**src/rtl/lcd1602_write_sequencer_if.sv**
```systemverilog
// ----------------------------------------------------------------------------
// lcd1602_write_sequencer_if
//   Byte-write request channel into the LCD write sequencer.
//   req_valid : requester has a byte to write
//   req_ready : sequencer accepts a byte this cycle
//   req_rs    : 0 = command, 1 = character data
//   req_data  : byte to write
//   Modports: master (requester side), slave (sequencer side).
// ----------------------------------------------------------------------------
interface lcd1602_write_sequencer_if;
    logic       req_valid;
    logic       req_ready;
    logic       req_rs;
    logic [7:0] req_data;

    modport master (
        output req_valid,
        output req_rs,
        output req_data,
        input  req_ready
    );

    modport slave (
        input  req_valid,
        input  req_rs,
        input  req_data,
        output req_ready
    );
endinterface

```
**src/rtl/lcd1602_write_sequencer.sv**
```systemverilog
// ----------------------------------------------------------------------------
// lcd1602_write_sequencer
//   Turns accepted command/data bytes into the HD44780 rs/data/en waveform
//   with programmable setup, enable-pulse and execution delays.
//   Optional feature macro: LCD_AUTO_INIT_EN -- when defined, the block waits
//   T_PWRUP cycles after reset and issues 0x38, 0x0C, 0x06, 0x01 itself.
// Ports
//   i_clk       : system clock
//   i_rst       : synchronous reset, active-high
//   io_req      : request channel (slave side): valid/ready/rs/data
//   o_busy      : transfer or init in progress (= ~req_ready)
//   o_init_done : init complete, sticky until reset
//   o_lcd_rs    : LCD register select
//   o_lcd_rw    : LCD read/write, always 0
//   o_lcd_en    : LCD enable strobe
//   o_lcd_data  : LCD data bus
// ----------------------------------------------------------------------------
module lcd1602_write_sequencer #(
    parameter int unsigned T_SETUP   = 4,
    parameter int unsigned T_EN_HIGH = 25,
    parameter int unsigned T_CMD     = 2000,
    parameter int unsigned T_CLR     = 82000,
    parameter int unsigned T_PWRUP   = 750000
) (
    input  logic                          i_clk,
    input  logic                          i_rst,
    lcd1602_write_sequencer_if.slave      io_req,
    output logic                          o_busy,
    output logic                          o_init_done,
    output logic                          o_lcd_rs,
    output logic                          o_lcd_rw,
    output logic                          o_lcd_en,
    output logic [7:0]                    o_lcd_data
);

    // Counter is sized for the longest delay, never narrower than 20 bits.
    localparam int unsigned MaxA = (T_SETUP > T_EN_HIGH) ? T_SETUP : T_EN_HIGH;
    localparam int unsigned MaxB = (T_CMD > T_CLR) ? T_CMD : T_CLR;
    localparam int unsigned MaxC = (MaxA > MaxB) ? MaxA : MaxB;
    localparam int unsigned MaxT = (MaxC > T_PWRUP) ? MaxC : T_PWRUP;
    localparam int unsigned CntW = ($clog2(MaxT + 1) > 20) ? $clog2(MaxT + 1) : 20;

    // Reload values are delay-1 so a state lasts exactly "delay" cycles; 0 acts as 1.
    localparam logic [CntW-1:0] LdSetup = CntW'((T_SETUP == 0) ? 0 : T_SETUP - 1);
    localparam logic [CntW-1:0] LdEnHi  = CntW'((T_EN_HIGH == 0) ? 0 : T_EN_HIGH - 1);
    localparam logic [CntW-1:0] LdCmd   = CntW'((T_CMD == 0) ? 0 : T_CMD - 1);
    localparam logic [CntW-1:0] LdClr   = CntW'((T_CLR == 0) ? 0 : T_CLR - 1);
    localparam logic [CntW-1:0] CntOne  = CntW'(1);

`ifdef LCD_AUTO_INIT_EN
    localparam logic [CntW-1:0] LdPwrup = CntW'((T_PWRUP == 0) ? 0 : T_PWRUP - 1);

    typedef enum logic [2:0] {StPwrup, StInitLoad, StIdle, StSetup, StEnHi, StWait} state_t;

    function automatic logic [7:0] init_cmd(input logic [1:0] idx);
        case (idx)
            2'd0:    return 8'h38;   // 8-bit bus, 2 lines, 5x8 font
            2'd1:    return 8'h0C;   // display on, cursor off
            2'd2:    return 8'h06;   // entry mode: increment, no shift
            default: return 8'h01;   // clear display
        endcase
    endfunction

    logic [1:0] r_init_idx;
`else
    typedef enum logic [1:0] {StIdle, StSetup, StEnHi, StWait} state_t;
`endif

    state_t          r_state;
    logic [CntW-1:0] r_cnt;
    logic            r_req_ready;
    logic            r_busy;
    logic            r_init_done;
    logic            r_lcd_rs;
    logic            r_lcd_en;
    logic [7:0]      r_lcd_data;
    logic            w_is_clr;

    // Clear (0x01) and return-home (0x02/0x03) need the long execution wait.
    assign w_is_clr = ~r_lcd_rs && (r_lcd_data[7:2] == 6'd0) && (r_lcd_data[1:0] != 2'd0);

    always_ff @(posedge i_clk) begin
        if (i_rst) begin
            r_lcd_en    <= 1'b0;
            r_lcd_rs    <= 1'b0;
            r_lcd_data  <= 8'h00;
            r_req_ready <= 1'b0;
            r_busy      <= 1'b1;
            r_init_done <= 1'b0;
`ifdef LCD_AUTO_INIT_EN
            r_state     <= StPwrup;
            r_cnt       <= LdPwrup;
            r_init_idx  <= 2'd0;
`else
            r_state     <= StIdle;
            r_cnt       <= '0;
`endif
        end else begin
            case (r_state)
`ifdef LCD_AUTO_INIT_EN
                StPwrup: begin
                    if (r_cnt == '0) r_state <= StInitLoad;
                    else             r_cnt   <= r_cnt - CntOne;
                end
                // Plays the role of the handshake cycle for the built-in commands.
                StInitLoad: begin
                    r_lcd_rs   <= 1'b0;
                    r_lcd_data <= init_cmd(r_init_idx);
                    r_init_idx <= r_init_idx + 2'd1;
                    r_cnt      <= LdSetup;
                    r_state    <= StSetup;
                end
`endif
                StIdle: begin
                    if (r_req_ready && io_req.req_valid) begin
                        r_lcd_rs    <= io_req.req_rs;
                        r_lcd_data  <= io_req.req_data;
                        r_req_ready <= 1'b0;
                        r_busy      <= 1'b1;
                        r_cnt       <= LdSetup;
                        r_state     <= StSetup;
                    end else begin
                        // Only reached with ready low on the first cycle out of reset.
                        r_req_ready <= 1'b1;
                        r_busy      <= 1'b0;
                        r_init_done <= 1'b1;
                    end
                end
                StSetup: begin
                    if (r_cnt == '0) begin
                        r_lcd_en <= 1'b1;
                        r_cnt    <= LdEnHi;
                        r_state  <= StEnHi;
                    end else begin
                        r_cnt <= r_cnt - CntOne;
                    end
                end
                StEnHi: begin
                    if (r_cnt == '0) begin
                        r_lcd_en <= 1'b0;
                        r_cnt    <= w_is_clr ? LdClr : LdCmd;
                        r_state  <= StWait;
                    end else begin
                        r_cnt <= r_cnt - CntOne;
                    end
                end
                StWait: begin
                    if (r_cnt == '0) begin
`ifdef LCD_AUTO_INIT_EN
                        // Index wraps to 0 once the last init command has been loaded.
                        if (!r_init_done && (r_init_idx != 2'd0)) begin
                            r_state <= StInitLoad;
                        end else begin
                            r_state     <= StIdle;
                            r_req_ready <= 1'b1;
                            r_busy      <= 1'b0;
                            r_init_done <= 1'b1;
                        end
`else
                        r_state     <= StIdle;
                        r_req_ready <= 1'b1;
                        r_busy      <= 1'b0;
                        r_init_done <= 1'b1;
`endif
                    end else begin
                        r_cnt <= r_cnt - CntOne;
                    end
                end
                default: r_state <= StIdle;
            endcase
        end
    end

    assign io_req.req_ready = r_req_ready;
    assign o_busy           = r_busy;
    assign o_init_done      = r_init_done;
    assign o_lcd_rs         = r_lcd_rs;
    assign o_lcd_rw         = 1'b0;
    assign o_lcd_en         = r_lcd_en;
    assign o_lcd_data       = r_lcd_data;

endmodule

```
**src/flat_wrapper.sv**
```systemverilog
// flat-port wrapper written by rule: the top's interface ports become plain ports
module lcd1602_write_sequencer_flat 
#(
    parameter int unsigned T_SETUP   = 4,
    parameter int unsigned T_EN_HIGH = 25,
    parameter int unsigned T_CMD     = 2000,
    parameter int unsigned T_CLR     = 82000,
    parameter int unsigned T_PWRUP   = 750000
)
  (i_clk, i_rst, o_busy, o_init_done, o_lcd_rs, o_lcd_rw, o_lcd_en, o_lcd_data, io_req_req_valid, io_req_req_rs, io_req_req_data, io_req_req_ready);
  lcd1602_write_sequencer_if io_req_i ();
  input  logic i_clk;
  input  logic i_rst;
  output logic o_busy;
  output logic o_init_done;
  output logic o_lcd_rs;
  output logic o_lcd_rw;
  output logic o_lcd_en;
  output logic [7:0] o_lcd_data;
  input wire logic [$bits(io_req_i.req_valid)-1:0] io_req_req_valid;
  input wire logic [$bits(io_req_i.req_rs)-1:0] io_req_req_rs;
  input wire logic [$bits(io_req_i.req_data)-1:0] io_req_req_data;
  output wire logic [$bits(io_req_i.req_ready)-1:0] io_req_req_ready;
  assign io_req_i.req_valid = io_req_req_valid;
  assign io_req_i.req_rs = io_req_req_rs;
  assign io_req_i.req_data = io_req_req_data;
  assign io_req_req_ready = io_req_i.req_ready;
  lcd1602_write_sequencer #(.T_SETUP(T_SETUP), .T_EN_HIGH(T_EN_HIGH), .T_CMD(T_CMD), .T_CLR(T_CLR), .T_PWRUP(T_PWRUP)) u_core (.i_clk(i_clk), .i_rst(i_rst), .io_req(io_req_i), .o_busy(o_busy), .o_init_done(o_init_done), .o_lcd_rs(o_lcd_rs), .o_lcd_rw(o_lcd_rw), .o_lcd_en(o_lcd_en), .o_lcd_data(o_lcd_data));
endmodule
```
**config.mk**
```make
export PLATFORM = sky130hd
export DESIGN_NAME = lcd1602_write_sequencer_flat
export DESIGN_NICKNAME = d
export VERILOG_FILES = /design/src/rtl/lcd1602_write_sequencer_if.sv /design/src/rtl/lcd1602_write_sequencer.sv /design/src/flat_wrapper.sv
export SDC_FILE = /design/constraint.sdc
export NUM_CORES = 1
export LEC_CHECK = 0
export CAP_MARGIN = 40
export CORE_MARGIN = 5
export CORE_UTILIZATION = 59
export DETAILED_ROUTE_END_ITERATION = 10
export GPL_TIMING_DRIVEN = 0
export PLACE_DENSITY = 0.95
export SLEW_MARGIN = 20
export SYNTH_ARGS = -nofsm -noshare
export SYNTH_HDL_FRONTEND = slang
export SYNTH_SLANG_ARGS = --single-unit
export TNS_END_PERCENT = 50
```
**constraint.sdc**
```tcl
create_clock -name i_clk -period 5.4 [get_ports i_clk]
set_input_delay 1.08 -clock i_clk [delete_from_list [all_inputs] [get_ports i_clk]]
set_output_delay 1.08 -clock i_clk [all_outputs]
set_load 0.05 [all_outputs]
```
---- After elaboration in Yosys (flattened, before gate mapping) ----
Cells that the tools add are included.
word-level totals
  register bits after elaboration ......... 35
  input bits .............................. 12
  logic and storage cells ................. 54
cells by class
  add/sub/neg operators ................... 1
  equality and inequality tests ........... 9
  multiplexer cells ....................... 20
  bitwise logic cells ..................... 1
  reduce and logical (&&, ||, !) cells .... 15
operator list
  cell                                                                      count
  20-bit two-way mux                                                        4
  20-bit one-hot mux with 4 select lines                                    1
  20-bit zero test                                                          1
  20-bit by 1-bit subtractor with 20-bit output (second input constant)     1
  17-bit two-way mux                                                        1
  2-bit two-way mux                                                         4
  2-bit by 1-bit inequality test with 1-bit output (second input constant)  4
  1-bit one-hot mux with 2 select lines                                     4
  2-bit one-hot mux with 4 select lines                                     1
  6-bit zero test                                                           1
  2-bit AND reduction                                                       3
  3-bit AND reduction                                                       2
  2-bit nonzero test                                                        3
  1-bit two-way mux                                                         5
  2-bit equality test (second input constant)                               2
  2-bit inequality test (second input constant)                             2
  4-bit AND reduction                                                       1
  1-bit logical AND                                                         3
  2-bit by 1-bit equality test with 1-bit output (second input constant)    1
  2-bit zero test                                                           1
  1-bit inverter                                                            1

---- Logic depth before layout (Yosys ltp) ----
  word-level depth ........................ 6
  depth in mapped cells ................... 9
  mapped depth without buffers ............ 7

---- Least setup slack after synthesis ----
No wires, ideal clock.
  path kind ............................... input to register
  from .................................... in i_rst
  to ...................................... reg u_core.r_cnt[9]
  library setup time ...................... 0.122 ns
  arrival ................................. 2.103 ns
  data required time ...................... 5.278 ns
  path slack .............................. 3.175 ns
  stages on the path ...................... 4
  cells stage by stage .................... clkbuf_1 inv_1 a41o_1 a221o_1
RTL lines
  element                 RTL line                        source
  start: declaration      flat_wrapper.sv:13              input logic i_rst;
  end signal: assignment  lcd1602_write_sequencer.sv:120  r_cnt <= LdSetup;
  end signal: assignment  lcd1602_write_sequencer.sv:132  r_cnt <= LdEnHi;
  end signal: assignment  lcd1602_write_sequencer.sv:135  r_cnt <= r_cnt - CntOne;
  end: declaration        lcd1602_write_sequencer.sv:70   logic [CntW-1:0] r_cnt;

==> results.txt <==
Outcome: complete, no violations
Fillers: 274
Final wirelength: 5.36 mm
Seq pwr share: 22.3%
Switching fraction of total power: 54.1%
Post-Place Setup Slack: 2.42 ns
Synth Area per Inst: 8.06 um^2
Initial antenna violation count: 0
Clock network fraction of total power: 8.2%
Antenna Nets Post-Route: 0
Root buffer cell: clkbuf_4
P per Cell Area: 740 nW/um^2
Post-synthesis sequential area ratio: 33.8%
Syn nets: 275
Grt total ovfl: 0
Starting Density: 61.6%
Final worst setup slack: 2.72 ns
Overall routing resource usage: 23.3%
Largest net degree at the start of global routing: 13
Final Cycle Share: 49.7%
Worst-path maximum fanout: 10
Core ar.: 3360 um^2
Area of the multi-input gates: 1270 um^2
Worst clock skew: 0.0132 ns
Routed WL per cell: 16.0 um
Logic pwr share: 69.5%
Ys flop type: dfxtp_1
Leak: 0.000940 uW
Crit Path Class: in -> reg
Max incr delay on CP: 0.47 ns
Min-Delay Path Class: reg -> reg
Worst Setup End Kind: flip-flop
Hold Fails Final Rpt: 0
HPWL after detailed placement: 3.96 mm
Vias per cell: 6.34
Placer congestion estimate: 0.901
CP max-delay cell: clkdlybuf4s50_1
MaxCap Viol Count: 0
Initial DRT Pass Iterations: 5
Mapped Cells: 257
Setup TNS: 0 ns
Maximum vdd ir drop: 444 uV
Sw Pwr: 973 uW
Initial DRC count: 152
CTS resizes: 0
Worst path cell trace: clkdlybuf4s50_1 -> clkbuf_1 -> inv_1 -> a41o_1 -> a221o_1
Area Overhead vs Synth: 17.4%
Crit path arrival time: 2.93 ns
Setup Viol. Count Final: 0
Num ports: 26
Fmax achieved: 373 MHz
CTS Hold Bufs: 0
#FFs+latches synth: 35
Slew Limit Fails: 0
Register Area: 701 um^2
Die ar.: 4790 um^2
Yosys warning count: 0
Port Buffer Count: 24
Max_slew headroom: 60.9%
DR vias: 2,130
Clk Latency, worst-skew pair: 0.36 ns
Setup repair after global routing missed its margin: false
TritonCTS buffer count: 5
CP startpoint kind: input port
Tightest Pin Transition: 0.584 ns
Worst-case clock buffer depth: 2
Minimum clock period after layout: 2.68 ns
First-pass GRT wire length: 9.14 mm
Post-CTS Setup Bufs: 0
ANT cells: 0
Nets: 307
Power Internal: 826 uW
H-Tree Depth: 2
Chip width: 69.2 um
Post-Syn Area: 2070 um^2
CTS tree: built
Die Ht: 69.2 um
Post-synth EDFFs: 0
Share of layout cells above drive strength 1: 9.66%
FP Rows: 21
Synth unique cells: 62
Vias in the first global route: 2,025
DRC: 0
Async SR Flop Fraction: 0%
Clk sinks: 35
Required @ worst endpoint: 5.65 ns
CTS clk-pin slew, worst paths: 0.12 ns
## routing by layer
metal  track usage (%)  part of all wire (%)  routed length [um]  vias to the layer above
met4              11.9                   2.6                 138                        0
met5                 0                     0                   0                        -
met2              38.0                    48                2580                      123
li1                  -                     -                   -                     1010
met3              6.96                   8.5                 458                       22
met1              27.4                    41                2190                      975
## power groups by stage
stage               Combinational [uW]  Sequential (uW)  Clock (uW)
floorplan                          815              512           0
global placement                  1180              401           0
detailed placement                1210              406           0
CTS                               1230              400         152
global route                      1350              412         167
finish                            1250              401         148
## final timing paths
path | start | endpoint | slack, ns | cells past startpoint
setup reg to reg | u_core.r_state[0] | u_core.r_cnt[11] | 3.16 | 7
hold reg to reg | u_core.o_busy | u_core.o_busy | 0.47 | 1
hold / removal | u_core.o_busy | u_core.o_busy | 0.47 | 1
setup / recovery | i_rst | u_core.r_cnt[9] | 2.72 | 5
## state kept, by name (all words and copies together), names as in the netlist
name / count
u_core.o_lcd_data: 8
u_core.io_req.req_ready: 1
u_core.r_cnt: 20
u_core.o_lcd_rs: 1
u_core.o_busy: 1
u_core.o_init_done: 1
u_core.r_state: 2
u_core.o_lcd_en: 1
## worst max-delay path, delay by kind of cell
| kind | cells | cell delay (ns) |
|---|---|---|
| buf+inv | 3 | 1.11 |
| compound gates | 2 | 0.74 |
## final cells by class
class	instances	share of cell area, %
Multi-Input combinational cell	199	52.1
Clock inverter	3	0.823
Inverter	11	1.70
Tap cell	46	2.37
Sequential cell	35	28.8
Clock buffer	5	1.54
Timing Repair Buffer	25	10.1
Buffer	12	2.57
## cells in the final DEF (no fill, tap or decap), types with 3 or more instances in the layout
master	n
clkbuf_4	5
or2_2	3
nor3b_1	3
a311oi_1	3
nand3_1	5
nor3_1	11
nor2_1	19
ha_1	6
dfxtp_1	35
nand4_1	4
xnor2_1	4
or3_1	4
o21ai_0	9
buf_2	3
xor2_1	3
clkdlybuf4s50_1	24
a31oi_1	4
a21oi_1	26
o211ai_1	6
nand2_1	34
inv_1	11
nand2b_1	3
clkbuf_1	7
nor4_1	3
## cell families (layout without fill, tap and decap cells)
family / Yosys count / after routing / synth area share [%]
other cells: 1 / 1 / 0.181
xor+xnor: 7 / 7 / 2.96
flops: 35 / 35 / 33.8
mux: 1 / 1 / 0.483
buf+inv: 23 / 56 / 5.02
simple gates: 108 / 108 / 28.8
compound gates: 76 / 76 / 25.1
fa+ha+maj: 6 / 6 / 3.63
## synth_stat cells (4+ instances only)
| cell type | instances | area share [%] |
|---|---|---|
| a21oi_1 | 26 | 6.3 |
| a31oi_1 | 4 | 1.2 |
| clkbuf_1 | 7 | 1.3 |
| dfxtp_1 | 35 | 34 |
| ha_1 | 6 | 3.6 |
| inv_1 | 11 | 2.0 |
| nand2_1 | 34 | 6.2 |
| nand3_1 | 5 | 1.2 |
| nand4_1 | 4 | 1.2 |
| nor2_1 | 19 | 3.4 |
| nor3_1 | 11 | 2.7 |
| o211ai_1 | 6 | 2.2 |
| o21ai_0 | 9 | 2.2 |
| or3_1 | 4 | 1.2 |
| xnor2_1 | 4 | 1.7 |
## stage by stage
| stage | total power, uW | instance area, um^2 | utilization, % | std cells | hold slack, ns |
|---|---|---|---|---|---|
| after floorplan | 1330 | 2070 | - | 257 | 0.466 |
| final | 1800 | 2430 | 72.3 | 336 | 0.474 |
| after detailed placement | 1620 | 2370 | 70.6 | 328 | 0.441 |
| after global routing | 1930 | 2430 | 72.3 | 336 | 0.501 |
| after global placement | 1590 | 2370 | 70.4 | 327 | 0.443 |
| after CTS | 1780 | 2430 | 72.3 | 336 | 0.477 |
Power figures use the tool's default switching activity.
